<file path="src/rtl/led_share_arbiter_pkg.sv">
// Shared constants for the LED time-slice arbiter and its round-robin picker.
package led_share_arbiter_pkg;
  localparam int LED_W = 8;
  localparam int IDX_W = 3;
  localparam logic ST_IDLE = 1'b0;
  localparam logic ST_OWN  = 1'b1;
  localparam int DEFAULT_SLICE_CYCLES = 50_000_000;
  typedef logic [IDX_W-1:0] idx_t;
endpackage

</file>
<file path="src/rtl/led_share_arbiter_rr_pick.sv">
// Round-robin picker: first set request bit at or after start, wrapping.
module rr_pick
  import led_share_arbiter_pkg::*;
#(
  parameter int NUM_REQ = 4
) (
  input  logic [NUM_REQ-1:0] req,
  input  logic [IDX_W-1:0]   start,
  output logic               found,
  output logic [IDX_W-1:0]   idx
);
  localparam logic [IDX_W:0] N_L = (IDX_W+1)'(NUM_REQ);

  logic [2*NUM_REQ-1:0] dbl;
  logic [NUM_REQ-1:0]   rot;
  logic [NUM_REQ:0]     seen;
  logic [IDX_W-1:0]     kacc [NUM_REQ+1];
  logic [IDX_W:0]       sum;

  // Rotating a doubled vector puts requester 'start' at bit 0.
  assign dbl = {req, req};
  assign rot = NUM_REQ'(dbl >> start);
  assign seen[0] = 1'b0;
  assign kacc[0] = '0;

  for (genvar gi = 0; gi < NUM_REQ; gi++) begin : g_prio
    assign seen[gi+1] = seen[gi] | rot[gi];
    assign kacc[gi+1] = (rot[gi] && !seen[gi]) ? IDX_W'(gi) : kacc[gi];
  end

  assign found = seen[NUM_REQ];
  assign sum   = {1'b0, start} + {1'b0, kacc[NUM_REQ]};
  assign idx   = (sum >= N_L) ? IDX_W'(sum - N_L) : IDX_W'(sum);
endmodule

</file>
<file path="src/rtl/led_share_arbiter.sv">
// Round-robin time-slice arbiter sharing the 8 user LEDs between pattern sources.
module led_share_arbiter
  import led_share_arbiter_pkg::*;
#(
  parameter int           NUM_REQ      = 4,
  parameter int           SLICE_CYCLES = DEFAULT_SLICE_CYCLES,
  parameter int           CNT_W        = 26,
  parameter logic [7:0]   IDLE_PATTERN = 8'h00
) (
  input  logic                     clk,
  input  logic                     reset,
  input  logic [NUM_REQ-1:0]       req,
  input  logic [NUM_REQ*LED_W-1:0] pattern,
  output logic [NUM_REQ-1:0]       grant,
  output logic                     owner_valid,
  output logic [IDX_W-1:0]         owner_idx,
  output logic [LED_W-1:0]         led_out
);
  localparam logic [CNT_W-1:0] SLICE_LAST = CNT_W'(SLICE_CYCLES - 1);
  localparam logic [IDX_W-1:0] LAST_IDX   = IDX_W'(NUM_REQ - 1);

  logic                 state_q, state_d;
  logic [NUM_REQ-1:0]   grant_q, grant_d;
  logic [IDX_W-1:0]     last_owner_q, last_owner_d;
  logic [CNT_W-1:0]     slice_cnt_q, slice_cnt_d;
  logic [LED_W-1:0]     led_out_q, led_out_d;

  logic [7:0]           req_ext;
  logic [LED_W-1:0]     pat_arr [8];
  logic [IDX_W-1:0]     pick_start;
  logic                 pick_found;
  logic [IDX_W-1:0]     pick_idx;
  logic [NUM_REQ-1:0]   grant_win;
  logic                 rel_now;

  assign req_ext = 8'(req);

  for (genvar gi = 0; gi < 8; gi++) begin : g_pat
    if (gi < NUM_REQ) begin : g_real
      assign pat_arr[gi] = pattern[gi*LED_W +: LED_W];
    end else begin : g_none
      assign pat_arr[gi] = IDLE_PATTERN;
    end
  end

  for (genvar gi = 0; gi < NUM_REQ; gi++) begin : g_win
    assign grant_win[gi] = pick_found && (pick_idx == IDX_W'(gi));
  end

  // Scanning from owner+1 with wrap naturally leaves the current owner last.
  assign pick_start = (last_owner_q == LAST_IDX) ? '0 : last_owner_q + IDX_W'(1);

  rr_pick #(.NUM_REQ(NUM_REQ)) u_pick (
    .req   (req),
    .start (pick_start),
    .found (pick_found),
    .idx   (pick_idx)
  );

  always_comb begin
    state_d      = state_q;
    grant_d      = grant_q;
    last_owner_d = last_owner_q;
    slice_cnt_d  = slice_cnt_q;
    led_out_d    = (state_q == ST_OWN) ? pat_arr[last_owner_q] : IDLE_PATTERN;
    rel_now      = (state_q == ST_IDLE) || !req_ext[last_owner_q] ||
                   (slice_cnt_q == SLICE_LAST);
    if (!rel_now) begin
      slice_cnt_d = slice_cnt_q + CNT_W'(1);
    end else if (pick_found) begin
      state_d      = ST_OWN;
      grant_d      = grant_win;
      last_owner_d = pick_idx;
      slice_cnt_d  = '0;
    end else begin
      state_d     = ST_IDLE;
      grant_d     = '0;
      slice_cnt_d = '0;
    end
  end

  always_ff @(posedge clk or posedge reset) begin
    if (reset) begin
      state_q      <= ST_IDLE;
      grant_q      <= '0;
      last_owner_q <= LAST_IDX;
      slice_cnt_q  <= '0;
      led_out_q    <= IDLE_PATTERN;
    end else begin
      state_q      <= state_d;
      grant_q      <= grant_d;
      last_owner_q <= last_owner_d;
      slice_cnt_q  <= slice_cnt_d;
      led_out_q    <= led_out_d;
    end
  end

  assign grant       = grant_q;
  assign owner_valid = (state_q == ST_OWN);
  assign owner_idx   = last_owner_q;
  assign led_out     = led_out_q;
endmodule
</file>
<file path="config.mk">
export PLATFORM = sky130hd
export DESIGN_NAME = led_share_arbiter
export DESIGN_NICKNAME = d
export VERILOG_FILES = /design/src/rtl/led_share_arbiter_pkg.sv /design/src/rtl/led_share_arbiter_rr_pick.sv /design/src/rtl/led_share_arbiter.sv
export SDC_FILE = /design/constraint.sdc
export NUM_CORES = 1
export LEC_CHECK = 0
export CAP_MARGIN = 0
export CORE_UTILIZATION = 54
export DETAILED_ROUTE_END_ITERATION = 10
export PLACE_DENSITY = 0.95
export SETUP_SLACK_MARGIN = 0.2
export SLEW_MARGIN = 20
export SYNTH_ARGS = -nofsm -noshare
export SYNTH_HDL_FRONTEND = slang
export SYNTH_SLANG_ARGS = --single-unit
</file>
<file path="constraint.sdc">
create_clock -name clk -period 7.9 [get_ports clk]
set_clock_uncertainty 0.1 [all_clocks]
set_input_delay 1.58 -clock clk [delete_from_list [all_inputs] [get_ports clk]]
set_output_delay 1.58 -clock clk [all_outputs]
set_load 0.02 [all_outputs]
</file>
==> flow_metrics.tcl <==
set metrics [dict create \
    status "finished, final reports clean" \
    ir_worst_vdd_v 0.000329 \
    cpLargestDelayFamily "simple AND/OR/NAND/NOR gates" \
    syn-num-nets 265 \
    num_io_pins 54 \
    clkPwrFrac_pct 16.1 \
    critical_path_class "in -> reg" \
    p_sw_mw 0.425 \
    drt-initial-drc-count 100 \
    setup_slack_ps 3650 \
    synthTopCellsByArea "dfrtp_1 (42%), mux4_2 (8.6%), xor2_1 (7.4%)" \
    hp-class "reg -> reg" \
    place_ws_ps 3360 \
    synth_top_area_cell "dfrtp_1" \
    coreArea_um2 4120 \
    start_kind "input port" \
    clockRootBuffer "clkbuf_8" \
    setup_viol 0 \
    cp_max_fo 5 \
    ys_seq_area_share_pct 44.5 \
    setup_tns_ps 0 \
    swShare_pct 39.9 \
    cp.required_ps 7990 \
    syn2layout_area_growth_pct 28.7 \
    syn_inst 222 \
    synth_top_area_share_pct 42.3 \
    final_cell_mix "clkdlybuf4s50_1 (53), dfrtp_1 (40), nor2_1 (32)" \
    synth.cell_area_um2 2370 \
    total_power_mw 1.06 \
    slew_headroom_pct 57.2 \
    ys_warn_count 0 \
    grt_max_degree 43 \
    tightest_slew_ps 641 \
    crit_chain "clkdlybuf4s50_1 > and4bb_1 > or4_4 > o311ai_4 > nor2b_1 > inv_1 > fa_1 > nor3_1 > a21oi_2 > a41o_1" \
    placement.io_buffers 53 \
    vias 1907 \
    antenna_found_initial 0 \
    die_area_um2 4650 \
    max_freq_mhz 235 \
    cap_violations 0 \
    pwr-share-seq_pct 29.2 \
    fp.dieH_um 68.2 \
    diodes 0 \
    cts.htree.levels 2 \
    cts_tree "done" \
    first_pass_iters 5 \
    rsz0062_at_grt "no" \
    grt_usage_pct 25.6 \
    met1_length_um 2320 \
    synthFlopType "dfrtp_1" \
    final_hold_viol_count 0 \
    fin_cells 326 \
    avgViaCountPerCell 5.85 \
    finalCriticalPeriod_ps 4250 \
    final-max-slew-violation-count 0 \
    wl_per_cell_um 16.8 \
    synth_cell_types 50 \
    cp_slowest_cell "clkdlybuf4s50_1" \
    synth-seq-cells 42 \
    start_util_pct 57.5 \
    worstSkewPairLatency_ps 300 \
    arrival_ps 4340 \
    cts_sinks 42 \
    cts_buffers 5 \
    p_per_area_nw_per_um2 349 \
    avgSynthCellArea_um2 10.7 \
    hpwl_um 3930 \
    async_flop_share_pct 100 \
    cts-resized-gates 0 \
    met3_length_um 260 \
    grt_pass1_vias 1871 \
    path_buf_inv 2 \
    drcViolationCount 0 \
    synth_edf_count 0 \
    drive_gt1_share_pct 11.2 \
    cts_max_path_buffers 2 \
    cp.depth 10 \
    cp_slowest_stage_delay_ps 450 \
    die_w_um 68.2 \
    postCtsHoldBufs 0 \
    power.internal_mw 0.639 \
    final_nets 318 \
    grt_pass1_wl_um 8610 \
    fin_crit_sh_pct 53.8 \
    comb_power_share_pct 54.7 \
    dp.cells 318 \
    hold_depth 1 \
    layout_commonest_cell "clkdlybuf4s50_1" \
    fin_util_pct 74.0 \
    gr-total-overflow 0 \
    path_clk_slew_ps 80 \
    top_layer "met4" \
    placementRows 23 \
    ant_nets 0 \
    end_kind "flop" \
    post-cts-setup-buffer-count 0 \
    leakage_nw 1.36 \
    routed_wl_um 5470 \
    reg2reg_depth 11 \
    wl_met2_um 2770 \
    routabilityCongestion 0.841 \
]
[cell usage after synthesis, types with 2 or more instances]
library cell and n:
a21oi_1 3, a31o_2 2, a41o_1 4, and3_1 8, and4_1 3, buf_2 2, clkbuf_1 5, dfrtp_1 40
dfstp_2 2, ha_1 4, inv_1 13, mux2_4 2, mux4_2 9, nand2_1 12, nand2b_1 3, nand3_1 10
nand4_1 4, nor2_1 32, nor2b_1 10, or3_1 2, xnor2_1 4, xor2_1 20
[path summary, 6_finish.rpt]
kind / endpoint / slack (ps) / start
min reg2reg: slice_cnt_q[0] / 440 / slice_cnt_q[0]
min: slice_cnt_q[0] / 440 / slice_cnt_q[0]
min in group asynchronous: grant[3] / 1610 / reset
max: grant[0] / 3650 / req[0]
max in group asynchronous: owner_idx[1] / 5720 / reset
max reg2reg: grant[0] / 4020 / owner_idx[0]
[per-stage QoR]
step | hold slack [ps] | cell area [um2]
2_1_floorplan | 369 | 2370
4_1_cts | 426 | 3050
6_report | 438 | 3050
3_5_place_dp | 403 | 2930
3_3_place_gp | 402 | 2930
5_1_grt | 454 | 3050
[layer usage]
metal	vias up	track usage, %
met5	-	0
met4	0	9.38
met3	15	7.67
met2	64	39.1
met1	947	34.3
li1	881	-
[sequential cells by signal, indices dropped and copies added (netlist names)]
register / cells
owner_valid: 1
slice_cnt_q: 26
owner_idx: 3
led_out: 8
grant: 4
[area by class of cell]
| type | instances | area, um2 |
|---|---|---|
| clock inverters | 3 | 43.8 |
| inverters | 14 | 52.6 |
| clock buffers | 5 | 68.8 |
| repair buffers | 54 | 538 |
| multi-input cells | 158 | 1230 |
| flip-flops and latches | 42 | 1050 |
| well taps | 50 | 62.6 |
| fillers | 271 | 1070 |
[power groups by stage]
stage	combinational, mW	clock, mW	sequential [mW]
after global placement	0.552	0	0.314
after detailed placement	0.577	0	0.315
after CTS	0.581	0.177	0.311
after global routing	0.629	0.182	0.318
after floorplan	0.391	0	0.331
final	0.582	0.171	0.310
[cells by family after synthesis]
family | Yosys count | synth area share (%)
muxes | 12 | 10.3
AOI/OAI and AO/OA | 23 | 9.04
buffers and inverters | 22 | 3.65
adders and majority gates | 5 | 2.96
and+or+nand+nor | 94 | 20.7
DFF | 42 | 44.5
xor gates and xnor gates | 24 | 8.88
No activity file was read; power rests on OpenSTA's default activity.
